<file path="config.mk">
export PLATFORM = sky130hd
export DESIGN_NAME = fir_uart_seq
export DESIGN_NICKNAME = d
export VERILOG_FILES = /design/src/rtl/fir_uart_pkg.sv /design/src/rtl/fir_uart_byte_ser.sv /design/src/rtl/fir_uart_seq.sv
export SDC_FILE = /design/constraint.sdc
export NUM_CORES = 1
export LEC_CHECK = 0
export CAP_MARGIN = 0
export CORE_UTILIZATION = 54
export DETAILED_ROUTE_END_ITERATION = 12
export PLACE_DENSITY = 0.82
export SLEW_MARGIN = 20
export SYNTH_ARGS = -nofsm -noshare
export SYNTH_HDL_FRONTEND = slang
export SYNTH_SLANG_ARGS = --single-unit
</file>
<file path="constraint.sdc">
create_clock -name clk_i -period 2.74 [get_ports clk_i]
set_input_delay 0.274 -clock clk_i [delete_from_list [all_inputs] [get_ports clk_i]]
set_output_delay 0.274 -clock clk_i [all_outputs]
set_load 0.02 [all_outputs]
</file>
<file path="src/rtl/fir_uart_pkg.sv">
// ---------------------------------------------------------------------------
// fir_uart_pkg
// Shared definitions for the UART->FIR->UART sample sequencer:
//   BYTE_W   width of one UART character
//   state_e  sequencer FSM encoding (IDLE..TX_DONE, 3 bits)
// ---------------------------------------------------------------------------
package fir_uart_pkg;

    localparam int BYTE_W = 8;

    typedef enum logic [2:0] {
        IDLE      = 3'd0,
        GET_BYTE  = 3'd1,
        START_FIR = 3'd2,
        WAIT_FIR  = 3'd3,
        LOAD_TX   = 3'd4,
        TX_ACK    = 3'd5,
        TX_DONE   = 3'd6
    } state_e;

endpackage

</file>
<file path="src/rtl/fir_uart_byte_ser.sv">
// ---------------------------------------------------------------------------
// fir_uart_byte_ser
// Holds the captured FIR result and presents it one byte at a time, MSB
// byte first, for the UART transmitter.
// Ports:
//   clk_i     system clock, rising edge
//   rst_ni    asynchronous active-low reset
//   load_i    capture result_i, restart at the most significant byte
//   result_i  FIR result to be serialised
//   adv_i     move on to the next byte (tx_cnt++)
//   byte_o    byte currently selected for transmission
//   last_o    the selected byte is the final one of the result
// ---------------------------------------------------------------------------
module fir_uart_byte_ser
    import fir_uart_pkg::*;
#(
    parameter int RESULT_W = 16
) (
    input  logic                clk_i,
    input  logic                rst_ni,
    input  logic                load_i,
    input  logic [RESULT_W-1:0] result_i,
    input  logic                adv_i,
    output logic [BYTE_W-1:0]   byte_o,
    output logic                last_o
);

    localparam int NT    = RESULT_W / BYTE_W;
    localparam int TXC_W = (NT > 1) ? $clog2(NT) : 1;

    logic [RESULT_W-1:0] result_q;
    logic [TXC_W-1:0]    tx_cnt_q;

    // NOTE: state registers use non-blocking assignments so every flop samples
    // pre-edge values; blocking here would create order-dependent simulation.
    always_ff @(posedge clk_i or negedge rst_ni) begin
        if (!rst_ni) begin
            result_q <= '0;
            tx_cnt_q <= '0;
        end else if (load_i) begin
            result_q <= result_i;
            tx_cnt_q <= '0;
        end else if (adv_i) begin
            // Shifting left keeps the byte for tx_cnt in the top byte, which is
            // the same as selecting [RESULT_W-1-8*tx_cnt -: 8] of the original.
            result_q <= result_q << BYTE_W;
            tx_cnt_q <= tx_cnt_q + 1'b1;
        end
    end

    assign byte_o = result_q[RESULT_W-1 -: BYTE_W];
    assign last_o = (tx_cnt_q == TXC_W'(NT - 1));

endmodule

</file>
<file path="src/rtl/fir_uart_seq.sv">
// ---------------------------------------------------------------------------
// fir_uart_seq
// Sequencer for the UART->FIR->UART sample path. Builds SAMPLE_W-bit samples
// from received bytes (MSB first), pulses the FIR start, captures the FIR
// result and sends it MSB byte first through the UART transmitter using its
// busy handshake. Every output is registered.
// Ports:
//   clk_i        system clock, rising edge
//   rst_ni       asynchronous active-low reset
//   rx_ready_i   1-cycle pulse, rx_data_i valid
//   rx_data_i    received byte
//   fir_in_o     assembled sample, stable from fir_strt_o to the next sample
//   fir_strt_o   1-cycle pulse, start the FIR on fir_in_o
//   fir_valid_i  FIR result valid (only looked at in WAIT_FIR)
//   fir_out_i    FIR result
//   tx_busy_i    UART transmitter busy
//   tx_start_o   1-cycle pulse, send tx_data_o
//   tx_data_o    byte to transmit, held until the next tx_start_o
//   busy_o       high in every state except IDLE
//   err_to_o     1-cycle pulse, inter-byte timeout dropped a partial sample
//   err_ovr_o    1-cycle pulse, a byte arrived while not receiving, dropped
// ---------------------------------------------------------------------------
module fir_uart_seq
    import fir_uart_pkg::*;
#(
    parameter int SAMPLE_W    = 16,
    parameter int RESULT_W    = 16,
    parameter int TIMEOUT_CYC = 50000
) (
    input  logic                clk_i,
    input  logic                rst_ni,
    input  logic                rx_ready_i,
    input  logic [BYTE_W-1:0]   rx_data_i,
    output logic [SAMPLE_W-1:0] fir_in_o,
    output logic                fir_strt_o,
    input  logic                fir_valid_i,
    input  logic [RESULT_W-1:0] fir_out_i,
    input  logic                tx_busy_i,
    output logic                tx_start_o,
    output logic [BYTE_W-1:0]   tx_data_o,
    output logic                busy_o,
    output logic                err_to_o,
    output logic                err_ovr_o
);

    localparam int NB     = SAMPLE_W / BYTE_W;
    localparam int BCNT_W = $clog2(NB + 1);
    localparam int TMR_W  = $clog2(TIMEOUT_CYC);
    localparam logic [TMR_W-1:0]  TMR_LAST  = TMR_W'(TIMEOUT_CYC - 1);
    localparam logic [BCNT_W-1:0] BCNT_LAST = BCNT_W'(NB - 1);

    state_e              state_q;
    logic [SAMPLE_W-1:0] shift_q;
    logic [SAMPLE_W-1:0] shift_d;
    logic [BCNT_W-1:0]   byte_cnt_q;
    logic [TMR_W-1:0]    timer_q;
    logic [SAMPLE_W-1:0] fir_in_q;
    logic                fir_strt_q;
    logic                tx_start_q;
    logic [BYTE_W-1:0]   tx_data_q;
    logic                busy_q;
    logic                err_to_q;
    logic                err_ovr_q;

    logic                ser_load;
    logic                ser_adv;
    logic [BYTE_W-1:0]   ser_byte;
    logic                ser_last;

    // New byte enters at the LSB; the oldest byte falls off the top, so a
    // stale partial sample is flushed by the next complete one.
    assign shift_d = SAMPLE_W'({shift_q, rx_data_i});

    // Result capture and byte advance are driven from the same state/input
    // conditions that move the FSM, keeping the selector in step with it.
    assign ser_load = (state_q == WAIT_FIR) && fir_valid_i;
    assign ser_adv  = (state_q == TX_DONE) && !tx_busy_i;

    fir_uart_byte_ser #(
        .RESULT_W (RESULT_W)
    ) u_byte_ser (
        .clk_i    (clk_i),
        .rst_ni   (rst_ni),
        .load_i   (ser_load),
        .result_i (fir_out_i),
        .adv_i    (ser_adv),
        .byte_o   (ser_byte),
        .last_o   (ser_last)
    );

    // NOTE: the pulse outputs get a default of 0 at the top of the clocked
    // branch, so each case arm only states when a pulse fires.
    always_ff @(posedge clk_i or negedge rst_ni) begin
        if (!rst_ni) begin
            state_q    <= IDLE;
            shift_q    <= '0;
            byte_cnt_q <= '0;
            timer_q    <= '0;
            fir_in_q   <= '0;
            fir_strt_q <= 1'b0;
            tx_start_q <= 1'b0;
            tx_data_q  <= '0;
            busy_q     <= 1'b0;
            err_to_q   <= 1'b0;
            err_ovr_q  <= 1'b0;
        end else begin
            fir_strt_q <= 1'b0;
            tx_start_q <= 1'b0;
            err_to_q   <= 1'b0;
            err_ovr_q  <= 1'b0;

            unique case (state_q)
                IDLE: begin
                    if (rx_ready_i) begin
                        shift_q    <= shift_d;
                        byte_cnt_q <= BCNT_W'(1);
                        timer_q    <= '0;
                        busy_q     <= 1'b1;
                        state_q    <= (NB == 1) ? START_FIR : GET_BYTE;
                    end
                end

                GET_BYTE: begin
                    // A byte in the timeout cycle wins over the timeout.
                    if (rx_ready_i) begin
                        shift_q    <= shift_d;
                        byte_cnt_q <= byte_cnt_q + 1'b1;
                        timer_q    <= '0;
                        if (byte_cnt_q == BCNT_LAST) begin
                            state_q <= START_FIR;
                        end
                    end else if (timer_q == TMR_LAST) begin
                        err_to_q   <= 1'b1;
                        busy_q     <= 1'b0;
                        timer_q    <= '0;
                        byte_cnt_q <= '0;
                        state_q    <= IDLE;
                    end else begin
                        timer_q <= timer_q + 1'b1;
                    end
                end

                START_FIR: begin
                    fir_in_q   <= shift_q;
                    fir_strt_q <= 1'b1;
                    state_q    <= WAIT_FIR;
                end

                WAIT_FIR: begin
                    if (fir_valid_i) begin
                        state_q <= LOAD_TX;
                    end
                end

                LOAD_TX: begin
                    if (!tx_busy_i) begin
                        tx_data_q  <= ser_byte;
                        tx_start_q <= 1'b1;
                        state_q    <= TX_ACK;
                    end
                end

                TX_ACK: begin
                    // Transmitter has latched the byte once it reports busy.
                    if (tx_busy_i) begin
                        state_q <= TX_DONE;
                    end
                end

                TX_DONE: begin
                    if (!tx_busy_i) begin
                        if (ser_last) begin
                            busy_q  <= 1'b0;
                            state_q <= IDLE;
                        end else begin
                            state_q <= LOAD_TX;
                        end
                    end
                end

                default: begin
                    busy_q  <= 1'b0;
                    state_q <= IDLE;
                end
            endcase

            // Bytes are judged by the state they arrive in, even if that state
            // is being left on the same edge.
            if (rx_ready_i && (state_q != IDLE) && (state_q != GET_BYTE)) begin
                err_ovr_q <= 1'b1;
            end
        end
    end

    assign fir_in_o   = fir_in_q;
    assign fir_strt_o = fir_strt_q;
    assign tx_start_o = tx_start_q;
    assign tx_data_o  = tx_data_q;
    assign busy_o     = busy_q;
    assign err_to_o   = err_to_q;
    assign err_ovr_o  = err_ovr_q;

endmodule

</file>
==> metrics.txt <==
clock latency on the worst-skew pair approximately 360 ps; mean post-synth cell area roughly 12 sq um; Antenna Cells 0; initial core utilization 55.76%; Final Slew Violations 0; top cell type by total area after synthesis sky130_fd_sc_hd__dfrtp_1; first-pass GRT wire length around 12000 um; actual transition at the worst max-transition pin 724.3 ps; Post-synth EDFFs 0; proportion of netlist area held by the largest area contributor around 55%; number of instances resized during post-cts repair 0; initial detailed-routing violation count 126; area enclosed by the die boundary approximately 7400 sq um; register area around 2100 sq um; HPWL after detailed placement between 4000 and 5000 um; average vias per placed instance 5.639; crit path capture type flop; Crit Path Category reg2reg; vertical die dimension about 86 um; Setup TNS 0 ps; most common cell in the synthesized netlist sky130_fd_sc_hd__dfrtp_1; CP Launch Type flop; remaining design rule violation count 0; MaxCap Viol Count 0; failing checks negative hold slack; Synthesis Warnings 0; number of detailed-routing iterations run before antenna repair 4; setup bufs post-CTS 0; sum of internal, switching and leakage power roughly 4.6 mW; Pwr per Cell Area between 900 and 1000 nW/um^2; core area 6794 sq um; Sinks on Clock Net just over 80; netlist area before placement roughly 3800 sq um; largest fanout of any net on the critical path 9; class of the worst hold path in2async; routability cong. 0.8357; Sw Share between 30 and 40%; Achievable Freq 495.5 MHz; clk buf depth 2; pin count of the biggest net entering global routing 84; endpoints failing hold 83; data arrival time of the worst path between 2000 and 2500 ps; period utilisation layout 73.65%; io pins between 50 and 60; sequential area share after synthesis between 50 and 60%; slowest stage cell on the critical path sky130_fd_sc_hd__or4_1; post-synthesis sequential element count between 80 and 90; Syn Inst Count ~320; async set-or-reset flop fraction in the synthesized netlist 100.0%; deepest level of the CTS H-tree 3; worst path cell trace ha_1 > nand3_1 > or4_1 > o211ai_1 > a31oi_1; routed wire length per instance 15.21 um; count of cell types in the netlist 57; sequential share of power 43.8%; hold slack -46.16 ps; total net switching power between 1.5 and 2 mW; leakage dissipation about 2.0 nW; share of post-route cells with drive strength above 1 21.08%; unrepaired setup endpoints after global routing no; total nets after synthesis ~360; main area contributors after synthesis sky130_fd_sc_hd__dfrtp_1 (55%), sky130_fd_sc_hd__mux2_2 (12%), sky130_fd_sc_hd__nand2_1 (3.9%); grt ovf 0; number of global-route vias before repair ~2.5k; endpoints failing setup 0; vias about 2.7k; number of filler cells placed in the layout ~510; post-cts hold buffer count 0; Num CTS Buffers 9; largest voltage drop on the vdd net between 0.3 and 0.4 mV; internal power between 3 and 4 mW; TritonCTS clock tree done; residual antenna-violating net count after detailed routing 0; initial antenna violation count 0; all-layer global routing usage between 20 and 25%; clock transition at the register clock pins on the worst setup and hold paths after CTS around 90 ps; run status finished with violations; library cell used as clock root buffer sky130_fd_sc_hd__clkbuf_8; setup skew after layout 7.747 ps; layout net count 416; share of total power in the clock network roughly a fifth; number of cell rows 30; worst max-slew margin expressed relative to the limit 51.71%; worst path required time 2970 ps; most used standard cells in the synthesized netlist sky130_fd_sc_hd__dfrtp_1 (83), sky130_fd_sc_hd__mux2_2 (41), sky130_fd_sc_hd__nand2_1 (39), sky130_fd_sc_hd__a31oi_1 (15); delay of the slowest critical-path stage about 600 ps; synth-to-layout area growth 23.35%; top flip-flop cell by instance count after synthesis sky130_fd_sc_hd__dfrtp_1; floorplan die width around 86 um; Port Buffers 57; final critical-path required period just over 2000 ps; portion of total power attributed to combinational logic a little under two fifths; total area of multi-input combinational cells 1598 sq um; Routed Wire Length between 7000 and 8000 um
[power groups by stage]
| stage | clock network (mW) | registers [mW] | logic, mW |
|---|---|---|---|
| global route | 0.946 | 2.09 | 1.87 |
| finish | 0.875 | 2.02 | 1.72 |
| CTS | 0.888 | 2.02 | 1.73 |
| global placement | 0 | 2.01 | 1.67 |
| floorplan | 0 | 2.13 | 0.938 |
| detailed placement | 0 | 2.05 | 1.73 |
[worst paths after layout]
kind	start	end	depth (start not counted)	slack, ps
setup / recovery	timer_q[0]$_DFFE_PN0P_	timer_q[14]$_DFFE_PN0P_	5	720
hold / removal	rst_ni	fir_in_o[14]$_DFFE_PN0P_	1	-50
setup reg to reg	timer_q[0]$_DFFE_PN0P_	timer_q[14]$_DFFE_PN0P_	5	720
hold reg to reg	byte_cnt_q[0]$_DFFE_PN0P_	byte_cnt_q[0]$_DFFE_PN0P_	1	500
max in group asynchronous	rst_ni	shift_q[10]$_DFFE_PN0P_	1	2310
min in group clk_i	fir_out_i[3]	u_byte_ser.result_q[3]$_DFFE_PN0P_	3	450
[metal layers]
metal | up-vias | wire, um | GRT usage, %
met5 | - | 0 | 0
met4 | 0 | 121 | 8.788
met3 | 10 | 264 | 4.812
met2 | 68 | 3515 | 34.11
met1 | 1341 | 3477 | 30.66
li1 | 1316 | - | -
[final cells by class]
cell class	instances	share of cell area, %
sequential	83	44.44
clock inverter	5	1.339
clock buffer	11	2.811
timing repair buffer	68	14.00
tap	96	2.570
multi-input combinational	214	34.19
inverter	8	0.6426
[logic make-up after synthesis]
logic type	Yosys count	share of synthesized area [%]
AO/OA/AOI/OAI	61	10.90
XOR/XNOR	1	0.2312
adder cells (fa/ha/maj)	3	0.9909
buffers and inverters	26	3.005
flip-flops	83	54.82
multiplexers	50	14.56
AND/OR/NAND/NOR	99	15.49
[registers in the layout, indices dropped and copies added (netlist names)]
signal,flops
fir_in_o,16
shift_q,16
timer_q,16
u_byte_ser.result_q,16
tx_data_o,8
state_q,3
byte_cnt_q,2
busy_o,1
err_ovr_o,1
err_to_o,1
fir_strt_o,1
tx_start_o,1
u_byte_ser.last_o,1
[metrics by stage]
step           utilization, %  cell area [sq um]  cells  setup slack, ps
6_report                68.78               4673    485            722.0
4_1_cts                 68.73               4669    485            739.5
2_1_floorplan               -               3789    323            666.6
3_5_place_dp            65.87               4476    469            705.7
3_3_place_gp            65.87               4476    469            784.5
5_1_grt                 68.78               4673    485            568.0
[worst max-delay path: cells and delay by family (launching register included)]
family                   cells  cell delay (ps)
flip-flops                   1              450
AO/OA/AOI/OAI                2              300
AND/OR/NAND/NOR              2              890
adder cells (fa/ha/maj)      1              250
[placed cells by master, fill, tap and decap left out, drive strengths merged, types with 3 or more instances in the layout]
master	synthesis	final
or4	3	3
clkdlybuf4s50	0	56
o41ai	3	3
nand2b	3	3
o21ai	15	15
inv	8	9
clkbuf	10	11
ha	3	3
mux2i	9	9
nand4	8	8
nor4	3	3
a21oi	5	5
mux2	41	41
dfrtp	83	83
o211ai	6	6
buf	8	12
nand3	15	15
and4	3	3
nor2	6	6
a31oi	15	15
nand2	39	39
(Power assumes the default switching activity.)
